--- config.mk ---
export PLATFORM = sky130hd
export DESIGN_NAME = fpu_arbiter_flat
export DESIGN_NICKNAME = d
export VERILOG_FILES = /design/src/rtl/fpu_arbiter_if.sv /design/src/rtl/fpu_arbiter.sv /design/src/flat_wrapper.sv
export SDC_FILE = /design/constraint.sdc
export NUM_CORES = 1
export LEC_CHECK = 0
export CORE_AREA = 5 5 158 160
export DETAILED_ROUTE_END_ITERATION = 16
export DIE_AREA = 0 0 163 165
export PLACE_DENSITY = 0.68
export RECOVER_POWER = 100
export SYNTH_ARGS = -nofsm -noshare
export SYNTH_HDL_FRONTEND = slang
export SYNTH_SLANG_ARGS = --single-unit
--- constraint.sdc ---
create_clock -name clock -period 3.88 [get_ports clock]
set_clock_uncertainty 0.1 [all_clocks]
set_input_delay 0.776 -clock clock [delete_from_list [all_inputs] [get_ports clock]]
set_output_delay 0.776 -clock clock [all_outputs]
set_load 0.1 [all_outputs]
--- src/rtl/fpu_arbiter_if.sv ---
// Bundle of request, response and fpu-side signals between the clients, the arbiter and the shared fpu.
// The arbiter connects through the slave modport; the clients and fpu connect through the master modport.
interface fpu_arbiter_if #(
  parameter int bitness    = 32,
  parameter int requesters = 4
);
  localparam int ID_W = (requesters > 1) ? $clog2(requesters) : 1;

  logic [requesters-1:0]         req_valid;
  logic [requesters-1:0]         req_ready;
  logic [requesters*bitness-1:0] req_first;
  logic [requesters*bitness-1:0] req_second;
  logic [requesters*4-1:0]       req_command;

  logic                          resp_valid;
  logic [ID_W-1:0]               resp_id;
  logic [bitness-1:0]            resp_result;
  logic                          resp_error;

  logic                          fpu_reset;
  logic [bitness-1:0]            fpu_first;
  logic [bitness-1:0]            fpu_second;
  logic [3:0]                    fpu_command;
  logic [bitness-1:0]            fpu_result;
  logic                          fpu_work_is_done;

  logic                          busy;

  modport slave (
    input  req_valid, req_first, req_second, req_command,
    input  fpu_result, fpu_work_is_done,
    output req_ready, resp_valid, resp_id, resp_result, resp_error,
    output fpu_reset, fpu_first, fpu_second, fpu_command, busy
  );

  modport master (
    output req_valid, req_first, req_second, req_command,
    output fpu_result, fpu_work_is_done,
    input  req_ready, resp_valid, resp_id, resp_result, resp_error,
    input  fpu_reset, fpu_first, fpu_second, fpu_command, busy
  );
endinterface

--- src/rtl/fpu_arbiter.sv ---
// Round-robin arbiter sharing one fpu between several clients, with a watchdog
// that aborts an operation whose done flag never arrives.
module fpu_arbiter #(
  parameter int bitness    = 32,
  parameter int requesters = 4,
  parameter int timeout    = 64
) (
  input  logic          clock,
  input  logic          reset_n,
  fpu_arbiter_if.slave  bus
);

  localparam int ID_W = (requesters > 1) ? $clog2(requesters) : 1;
  localparam int WD_W = $clog2(timeout) + 1;

  typedef enum logic [1:0] {
    S_IDLE    = 2'd0,
    S_ISSUE   = 2'd1,
    S_WAIT    = 2'd2,
    S_RESPOND = 2'd3
  } state_t;

  state_t                  r_state;
  logic [ID_W-1:0]         r_rr_ptr;
  logic [ID_W-1:0]         r_owner;
  logic [WD_W-1:0]         r_wdog;
  logic [requesters-1:0]   r_req_ready;
  logic                    r_resp_valid;
  logic [ID_W-1:0]         r_resp_id;
  logic [bitness-1:0]      r_resp_result;
  logic                    r_resp_error;
  logic                    r_fpu_reset;
  logic [bitness-1:0]      r_fpu_first;
  logic [bitness-1:0]      r_fpu_second;
  logic [3:0]              r_fpu_command;
  logic                    r_busy;

  logic [2*requesters-1:0] w_dbl;
  logic [requesters-1:0]   w_rot;
  logic [ID_W:0]           w_sum;
  logic [ID_W:0]           w_nxt;
  logic                    w_found;
  logic [ID_W-1:0]         w_winner;
  logic [ID_W-1:0]         w_rr_next;
  logic [requesters-1:0]   w_onehot;
  logic [bitness-1:0]      w_first;
  logic [bitness-1:0]      w_second;
  logic [3:0]              w_command;

  // Rotate the request vector so bit 0 is the requester at rr_ptr; the lowest set bit wins.
  always_comb begin
    w_dbl    = {bus.req_valid, bus.req_valid};
    w_rot    = requesters'(w_dbl >> r_rr_ptr);
    w_found  = 1'b0;
    w_winner = '0;
    w_sum    = '0;
    for (int k = 0; k < requesters; k++) begin
      if (!w_found && w_rot[k]) begin
        w_found = 1'b1;
        w_sum   = {1'b0, r_rr_ptr} + (ID_W+1)'(k);
        if (w_sum >= (ID_W+1)'(requesters)) begin
          w_sum = w_sum - (ID_W+1)'(requesters);
        end
        w_winner = w_sum[ID_W-1:0];
      end
    end
  end

  always_comb begin
    w_nxt = {1'b0, w_winner} + (ID_W+1)'(1);
    if (w_nxt >= (ID_W+1)'(requesters)) begin
      w_rr_next = '0;
    end else begin
      w_rr_next = w_nxt[ID_W-1:0];
    end
  end

  always_comb begin
    w_onehot  = '0;
    w_first   = '0;
    w_second  = '0;
    w_command = '0;
    for (int k = 0; k < requesters; k++) begin
      if (w_winner == ID_W'(k)) begin
        w_onehot[k] = w_found;
        w_first     = bus.req_first[k*bitness +: bitness];
        w_second    = bus.req_second[k*bitness +: bitness];
        w_command   = bus.req_command[k*4 +: 4];
      end
    end
  end

  always_ff @(posedge clock or negedge reset_n) begin
    if (!reset_n) begin
      r_state       <= S_IDLE;
      r_rr_ptr      <= '0;
      r_owner       <= '0;
      r_wdog        <= '0;
      r_req_ready   <= '0;
      r_resp_valid  <= 1'b0;
      r_resp_id     <= '0;
      r_resp_result <= '0;
      r_resp_error  <= 1'b0;
      r_fpu_reset   <= 1'b1;
      r_fpu_first   <= '0;
      r_fpu_second  <= '0;
      r_fpu_command <= '0;
      r_busy        <= 1'b0;
    end else begin
      r_req_ready  <= '0;
      r_resp_valid <= 1'b0;
      case (r_state)
        S_IDLE: begin
          r_fpu_reset <= 1'b1;
          if (w_found) begin
            r_fpu_first   <= w_first;
            r_fpu_second  <= w_second;
            r_fpu_command <= w_command;
            r_req_ready   <= w_onehot;
            r_owner       <= w_winner;
            r_rr_ptr      <= w_rr_next;
            r_busy        <= 1'b1;
            r_state       <= S_ISSUE;
          end
        end
        S_ISSUE: begin
          // fpu_reset stays high through this cycle so the fpu restarts on the edge that ends it.
          r_fpu_reset <= 1'b0;
          r_wdog      <= '0;
          r_state     <= S_WAIT;
        end
        S_WAIT: begin
          r_wdog <= r_wdog + 1'b1;
          if (bus.fpu_work_is_done) begin
            r_resp_result <= bus.fpu_result;
            r_resp_error  <= 1'b0;
            r_resp_id     <= r_owner;
            r_resp_valid  <= 1'b1;
            r_fpu_reset   <= 1'b1;
            r_state       <= S_RESPOND;
          end else if (r_wdog == WD_W'(timeout - 1)) begin
            r_resp_result <= '0;
            r_resp_error  <= 1'b1;
            r_resp_id     <= r_owner;
            r_resp_valid  <= 1'b1;
            r_fpu_reset   <= 1'b1;
            r_state       <= S_RESPOND;
          end
        end
        S_RESPOND: begin
          r_fpu_reset <= 1'b1;
          r_busy      <= 1'b0;
          r_state     <= S_IDLE;
        end
        default: begin
          r_fpu_reset <= 1'b1;
          r_busy      <= 1'b0;
          r_state     <= S_IDLE;
        end
      endcase
    end
  end

  assign bus.req_ready   = r_req_ready;
  assign bus.resp_valid  = r_resp_valid;
  assign bus.resp_id     = r_resp_id;
  assign bus.resp_result = r_resp_result;
  assign bus.resp_error  = r_resp_error;
  assign bus.fpu_reset   = r_fpu_reset;
  assign bus.fpu_first   = r_fpu_first;
  assign bus.fpu_second  = r_fpu_second;
  assign bus.fpu_command = r_fpu_command;
  assign bus.busy        = r_busy;

endmodule

--- src/flat_wrapper.sv ---
// flat-port wrapper written by rule: the top's interface ports become plain ports
module fpu_arbiter_flat 
#(
  parameter int bitness    = 32,
  parameter int requesters = 4,
  parameter int timeout    = 64
)
  (clock, reset_n, bus_req_valid, bus_req_first, bus_req_second, bus_req_command, bus_fpu_result, bus_fpu_work_is_done, bus_req_ready, bus_resp_valid, bus_resp_id, bus_resp_result, bus_resp_error, bus_fpu_reset, bus_fpu_first, bus_fpu_second, bus_fpu_command, bus_busy);
  fpu_arbiter_if #(.bitness(bitness), .requesters(requesters)) bus_i ();
  input  logic clock;
  input  logic reset_n;
  input wire logic [$bits(bus_i.req_valid)-1:0] bus_req_valid;
  input wire logic [$bits(bus_i.req_first)-1:0] bus_req_first;
  input wire logic [$bits(bus_i.req_second)-1:0] bus_req_second;
  input wire logic [$bits(bus_i.req_command)-1:0] bus_req_command;
  input wire logic [$bits(bus_i.fpu_result)-1:0] bus_fpu_result;
  input wire logic [$bits(bus_i.fpu_work_is_done)-1:0] bus_fpu_work_is_done;
  output wire logic [$bits(bus_i.req_ready)-1:0] bus_req_ready;
  output wire logic [$bits(bus_i.resp_valid)-1:0] bus_resp_valid;
  output wire logic [$bits(bus_i.resp_id)-1:0] bus_resp_id;
  output wire logic [$bits(bus_i.resp_result)-1:0] bus_resp_result;
  output wire logic [$bits(bus_i.resp_error)-1:0] bus_resp_error;
  output wire logic [$bits(bus_i.fpu_reset)-1:0] bus_fpu_reset;
  output wire logic [$bits(bus_i.fpu_first)-1:0] bus_fpu_first;
  output wire logic [$bits(bus_i.fpu_second)-1:0] bus_fpu_second;
  output wire logic [$bits(bus_i.fpu_command)-1:0] bus_fpu_command;
  output wire logic [$bits(bus_i.busy)-1:0] bus_busy;
  assign bus_i.req_valid = bus_req_valid;
  assign bus_i.req_first = bus_req_first;
  assign bus_i.req_second = bus_req_second;
  assign bus_i.req_command = bus_req_command;
  assign bus_i.fpu_result = bus_fpu_result;
  assign bus_i.fpu_work_is_done = bus_fpu_work_is_done;
  assign bus_req_ready = bus_i.req_ready;
  assign bus_resp_valid = bus_i.resp_valid;
  assign bus_resp_id = bus_i.resp_id;
  assign bus_resp_result = bus_i.resp_result;
  assign bus_resp_error = bus_i.resp_error;
  assign bus_fpu_reset = bus_i.fpu_reset;
  assign bus_fpu_first = bus_i.fpu_first;
  assign bus_fpu_second = bus_i.fpu_second;
  assign bus_fpu_command = bus_i.fpu_command;
  assign bus_busy = bus_i.busy;
  fpu_arbiter #(.bitness(bitness), .requesters(requesters), .timeout(timeout)) u_core (.clock(clock), .reset_n(reset_n), .bus(bus_i));
endmodule
# Yosys cells after proc, flatten, opt, wreduce, memory -nomap -nowiden
# Index checks and enable logic that the tools add are counted.
[op_classes]
addsub = 9
magnitude_cmp = 5
n_eq_ne = 9
shifts = 1
n_mux = 49
n_reduce_logical = 16
[op_table]
columns = ["operator", "count"]
rows = [
  ["2-to-1 mux 32 bit", 10],
  ["2-to-1 mux 2 bit", 14],
  ["2-to-1 mux 4 bit", 6],
  ["2-to-1 mux 1 bit", 15],
  ["case mux 7 bit (2 select lines)", 1],
  [">= comparator 3 bit (second input constant)", 4],
  ["equality test 2 bit (second input constant)", 4],
  ["case mux 2 bit (4 select lines)", 1],
  ["AND reduction 2 bit", 4],
  [">> shifter 8 x 2 -> 4 bit", 1],
  ["subtractor 2 x 1 -> 2 bit (second input constant)", 4],
  ["adder 7 x 1 -> 7 bit (second input constant)", 1],
  ["equality test 7 x 6 -> 1 bit (second input constant)", 1],
  ["adder 2 x 1 -> 3 bit (second input constant)", 2],
  ["adder 2 x 2 -> 3 bit (second input constant)", 2],
  ["nonzero test 2 bit", 3],
  ["equality test 2 x 1 -> 1 bit (second input constant)", 2],
  ["zero test 2 bit", 2],
  [">= comparator 2 x 3 -> 1 bit (second input constant)", 1],
  ["logical AND 1 bit", 3],
  ["zero test 1 bit", 3],
  ["inequality test 3 x 2 -> 1 bit (second input constant)", 1],
  ["case mux 1 bit (3 select lines)", 1],
  ["inequality test 2 x 1 -> 1 bit (second input constant)", 1],
  ["other kinds (2)", 2],
]
[word_totals]
register_bits = 123
in_bits = 311
output_inout_bits = 110
elab_cells = 103

# Depth between registers and ports, before layout
# Gate-level depths: netlist of the first run.
[logic_depth]
depth_word = 16
ltp_mapped = 10
mapped_depth_nobuf = 7

# Worst setup path before layout of the first run
# No wires, ideal clock.
[synth_timing]
path_type = "input port to flip-flop"
startpoint = "in bus_req_valid[0]"
endpoint = "reg u_core.r_fpu_first[10] (netlist: u_core.bus.fpu_first[10])"
setup_time_ns = 0.080
arrival_ns = 2.653
required_ns = 3.700
setup_slack_ns = 1.048
stages = 9
path_cell_list = "nor2b_1 -> or4b_1 -> nand2_1 -> ha_1 -> buf_2 -> buf_1 -> a21oi_1 -> a221o_1 -> a2bb2oi_1"
[synth_via]
elab_chain_cells = 16
[synth_rtl]
columns = ["item", "line_no", "rtl"]
rows = [
  ["start: declaration", "flat_wrapper.sv:12", "input wire logic [$bits(bus_i.req_valid)-1:0] bus_req_valid;"],
  [">> shifter 8 x 2 -> 4 bit (*)", "fpu_arbiter.sv:53", "w_rot = requesters'(w_dbl >> r_rr_ptr);"],
  ["2-to-1 mux 1 bit", "fpu_arbiter.sv:58", "if (!w_found && w_rot[k]) begin"],
  ["zero test 1 bit", "fpu_arbiter.sv:58", ""],
  ["logical AND 1 bit", "fpu_arbiter.sv:58", ""],
  ["2-to-1 mux 1 bit", "fpu_arbiter.sv:58", ""],
  ["zero test 1 bit", "fpu_arbiter.sv:58", ""],
  ["logical AND 1 bit", "fpu_arbiter.sv:58", ""],
  ["2-to-1 mux 1 bit", "fpu_arbiter.sv:58", ""],
  ["zero test 1 bit", "fpu_arbiter.sv:58", ""],
  ["logical AND 1 bit", "fpu_arbiter.sv:58", ""],
  ["2-to-1 mux 2 bit (*)", "fpu_arbiter.sv:58", ""],
  ["via u_core.w_winner[0]", "fpu_arbiter.sv:43", "logic [ID_W-1:0] w_winner;"],
  ["zero test 2 bit", "fpu_arbiter.sv:84", "if (w_winner == ID_W'(k)) begin"],
  ["2-to-1 mux 32 bit (3 in series)", "fpu_arbiter.sv:84", ""],
  ["2-to-1 mux 32 bit (*)", "fpu_arbiter.sv:84", ""],
  ["end signal: assignment", "fpu_arbiter.sv:116", "r_fpu_first <= w_first;"],
  ["end: declaration", "fpu_arbiter.sv:33", "logic [bitness-1:0] r_fpu_first;"],
]
# Mark *: on every way through the listed nets, which the timed path passes. The rest lies on a longest branch.
# A chain may end at the register's enable or synchronous reset.

# Worst setup path after layout of the first run
[layout_timing]
startpoint = "in bus_req_valid[1]"
endpoint = "reg u_core.r_fpu_first[14] (netlist: u_core.bus.fpu_first[14])"
# The elaborated chain is that of the path after synthesis.

==> results of run 1 <==
[area by class of cell]
cell class	count	area, um^2	share of cell area
Sequential cell	123	3080	0.247
Inverter	77	289	0.0232
Tap cell	319	399	0.0321
Clock inverter	14	173	0.0139
Antenna cell	2	5.00	0.000402
Multi-Input combinational cell	523	3520	0.283
Clock buffer	18	429	0.0345
Timing Repair Buffer	445	4540	0.365
[synthesized netlist by cell type (4+ instances only)]
| library cell | number |
|---|---|
| a2bb2oi_1 | 68 |
| inv_1 | 77 |
| buf_4 | 5 |
| nand2b_1 | 4 |
| ha_1 | 10 |
| nand3b_1 | 69 |
| a221o_1 | 68 |
| and3_1 | 4 |
| a21oi_1 | 139 |
| nor2b_1 | 5 |
| nor2_1 | 5 |
| o21ai_0 | 39 |
| dfrtp_1 | 122 |
| nand2_1 | 73 |
| buf_2 | 11 |
| buf_1 | 4 |
| clkbuf_1 | 60 |
[worst max-delay path, delay by kind of cell]
family | cells | cell delay [ps]
adder cells (fa/ha/maj) | 1 | 390
AO/OA/AOI/OAI | 3 | 620
buffers and inverters | 2 | 970
AND/OR/NAND/NOR | 3 | 840
[per-layer routing]
layer	global-route usage	wire length, um
met2	0.369	15400
met1	0.270	12700
met5	0	27
met4	0.0663	806
met3	0.0766	2790
[report_power, final]
group	leakage, nW	internal [mW]	total, mW	switching, mW
clock	0.290	0.976	1.67	0.694
combinational	3.39	2.66	9.07	6.41
sequential	1.47	1.90	2.24	0.338
total	5.15	5.54	13.0	7.44
[flip-flops by register name (all words and copies together), names as in the netlist, 2 cells and up]
signal and flops:
u_core.bus.fpu_second 32, u_core.bus.fpu_first 32, u_core.bus.fpu_command 4, u_core.r_state 2, u_core.bus.resp_result 32, u_core.r_owner 2, u_core.bus.req_ready 4, u_core.bus.resp_id 2
u_core.r_wdog 7, u_core.r_rr_ptr 2
[metrics by stage]
| stage | hold WS [ps] | setup slack (ps) | util | area [um^2] | cells |
|---|---|---|---|---|---|
| floorplan | 338 | 1050 | - | 7210 | 803 |
| global placement | 359 | 446 | 0.512 | 11900 | 1487 |
| detailed placement | 369 | 345 | 0.512 | 11900 | 1487 |
| CTS | 261 | 785 | 0.537 | 12500 | 1519 |
| global route | 404 | 319 | 0.535 | 12400 | 1521 |
| finish | 369 | 515 | 0.535 | 12400 | 1521 |
[cell families (layout without fill, tap and decap cells)]
group | after synthesis | in the layout | share of synthesized area
flops | 123 | 123 | 0.427
mux | 5 | 5 | 0.00728
compound gates | 331 | 331 | 0.321
other cells | 0 | 2 | 0
buf+inv | 157 | 554 | 0.0862
simple gates | 176 | 176 | 0.140
fa+ha+maj | 10 | 10 | 0.0173
xor+xnor | 1 | 1 | 0.00121
[worst max path at each step]
stage	startpoint	end	slack, ps	cells after the start
floorplan	bus_req_valid[0]	u_core.bus.fpu_first[10]$_DFFE_PN0P_	1050	9
global placement	bus_req_valid[1]	u_core.bus.fpu_first[11]$_DFFE_PN0P_	450	9
finish	bus_req_valid[1]	u_core.bus.fpu_first[14]$_DFFE_PN0P_	520	9
detailed placement	bus_req_valid[1]	u_core.bus.fpu_first[12]$_DFFE_PN0P_	350	9
global route	bus_req_valid[1]	u_core.bus.fpu_first[14]$_DFFE_PN0P_	320	9
CTS	bus_req_valid[1]	u_core.bus.fpu_first[14]$_DFFE_PN0P_	790	9
==> run summary, run 1 <==
outcome -> finished, violations left
failing checks -> capacitance limit, slew limit
port bufs -> 420
Final #Nets -> 1,508
first-pass GRT wire length -> 46,500 um
routed vias -> 7,947
worst r2r src -> u_core.r_state[1]$_DFFE_PN0P_
register area share after synthesis -> 0.427
Hold/Removal Path Class -> reg -> reg
Leak -> 5.15 nW
Worst Tran Pin Value -> 2530 ps
initial antenna violation count -> 4
IO Count -> 421
Clock Pin Slew Worst Setup and Hold Paths -> 60 ps
1st-iter DRT viols -> 591
Synth Net Count -> 1,124
routed len/inst -> 20.9 um
post-CTS sizing -> 0
CP max FO -> 27
vias per cell -> 5.22
min Tclk post-route -> 3360 ps
final setup violation count -> 0
clk sink count -> 123
Worst path slowest cell -> dlygate4sd3_1
Synth Cell Area -> 0.00721 mm^2
VDD IR max -> 0.000711 V
WHS Path Cells -> 2
total congestion overflow -> 0
Pins Over Slew Limit -> 40
Post-Route WL -> 31,700 um
number of synthesized flops with an enable pin -> 0
Clock Latency Late Sink -> 420 ps
Synth async-reset ratio -> 1.00
GRT Util Overall -> 0.221
Final Hold Viols -> 0
CP Cell Sequence -> dlygate4sd3_1 -> nor2_1 -> or4b_1 -> nand2_1 -> ha_1 -> buf_4 -> a21oi_1 -> a221o_1 -> a2bb2oi_1
post-synthesis cell type count -> 43
crit path capture type -> flop
largest area contributor in the netlist -> dfrtp_1
Setup TNS -> 0 ps
Max Root-Sink Buffers -> 2
Seq cells post-synth -> 123
CTS tree -> done
Syn Area/Cell -> 8.98 um^2
core area -> 0.0233 mm^2
Worst path max stage delay -> 610 ps
startpoint types -> input pin
most frequent cells in the layout -> clkdlybuf4s50_1 (308), a21oi_1 (139), dfrtp_1 (122)
WP data required -> 4110 ps
Syn. warnings -> 0
initial core utilization -> 0.310
top cell type's share of synthesized area -> 0.423
clk root buf -> clkbuf_16
filler instances -> 2,132
max_cap viols -> 1
largest net degree at the start of global routing -> 76
Hold Path End -> u_core.bus.fpu_reset$_DFFE_PN1P_
ANT nets after route -> 0
relative max-transition margin -> -0.689
Worst R2R Setup Slack -> 950 ps
PD cells -> 1040 mW/mm^2
routability cong. -> 0.832
CTS buffer count -> 17
drt pass-1 iters -> 4
worst path arrival time -> 3600 ps
R2R depth -> 6
top post-synthesis cells by area -> dfrtp_1 (42%), a21oi_1 (9.6%), a221o_1 (9.4%)
Main synth FF type -> dfrtp_1
Die Wd -> 163 um
final period utilization -> 0.867
die height -> 165 um
# hold bufs at CTS -> 0
Rows -> 56
total power -> 13.0 mW
vias in the first global route -> 7,930
FF-to-FF End -> u_core.bus.fpu_first[1]$_DFFE_PN0P_
post-CTS setup repair buffer count -> 0
min-delay src -> u_core.bus.fpu_reset$_DFFE_PN1P_
H-tree level count -> 4
Cells after Synth -> 803
f_max -> 297 MHz
RSZ-0062 raised after global routing -> no
die area -> 0.0269 mm^2
critical path class -> in -> reg
most common cell after layout, fill and taps aside -> clkdlybuf4s50_1
DRC -> 0
area delta synth->final -> 72.5%
hpwl dp -> 23,100 um
share of layout cells above drive strength 1 -> 0.0517
Power figures use the tool's default switching activity.
==> run 2, diff against run 1 <==
--- a/config.mk
+++ b/config.mk
@@ -5,7 +5,9 @@
 export SDC_FILE = /design/constraint.sdc
 export NUM_CORES = 1
 export LEC_CHECK = 0
+export CAP_MARGIN = 10
 export CORE_AREA = 5 5 158 160
+export CTS_CLUSTER_SIZE = 14
 export DETAILED_ROUTE_END_ITERATION = 16
 export DIE_AREA = 0 0 163 165
 export PLACE_DENSITY = 0.68
==> results of run 2 <==
The final DEF is identical to that of run 1; final timing and power are the same.
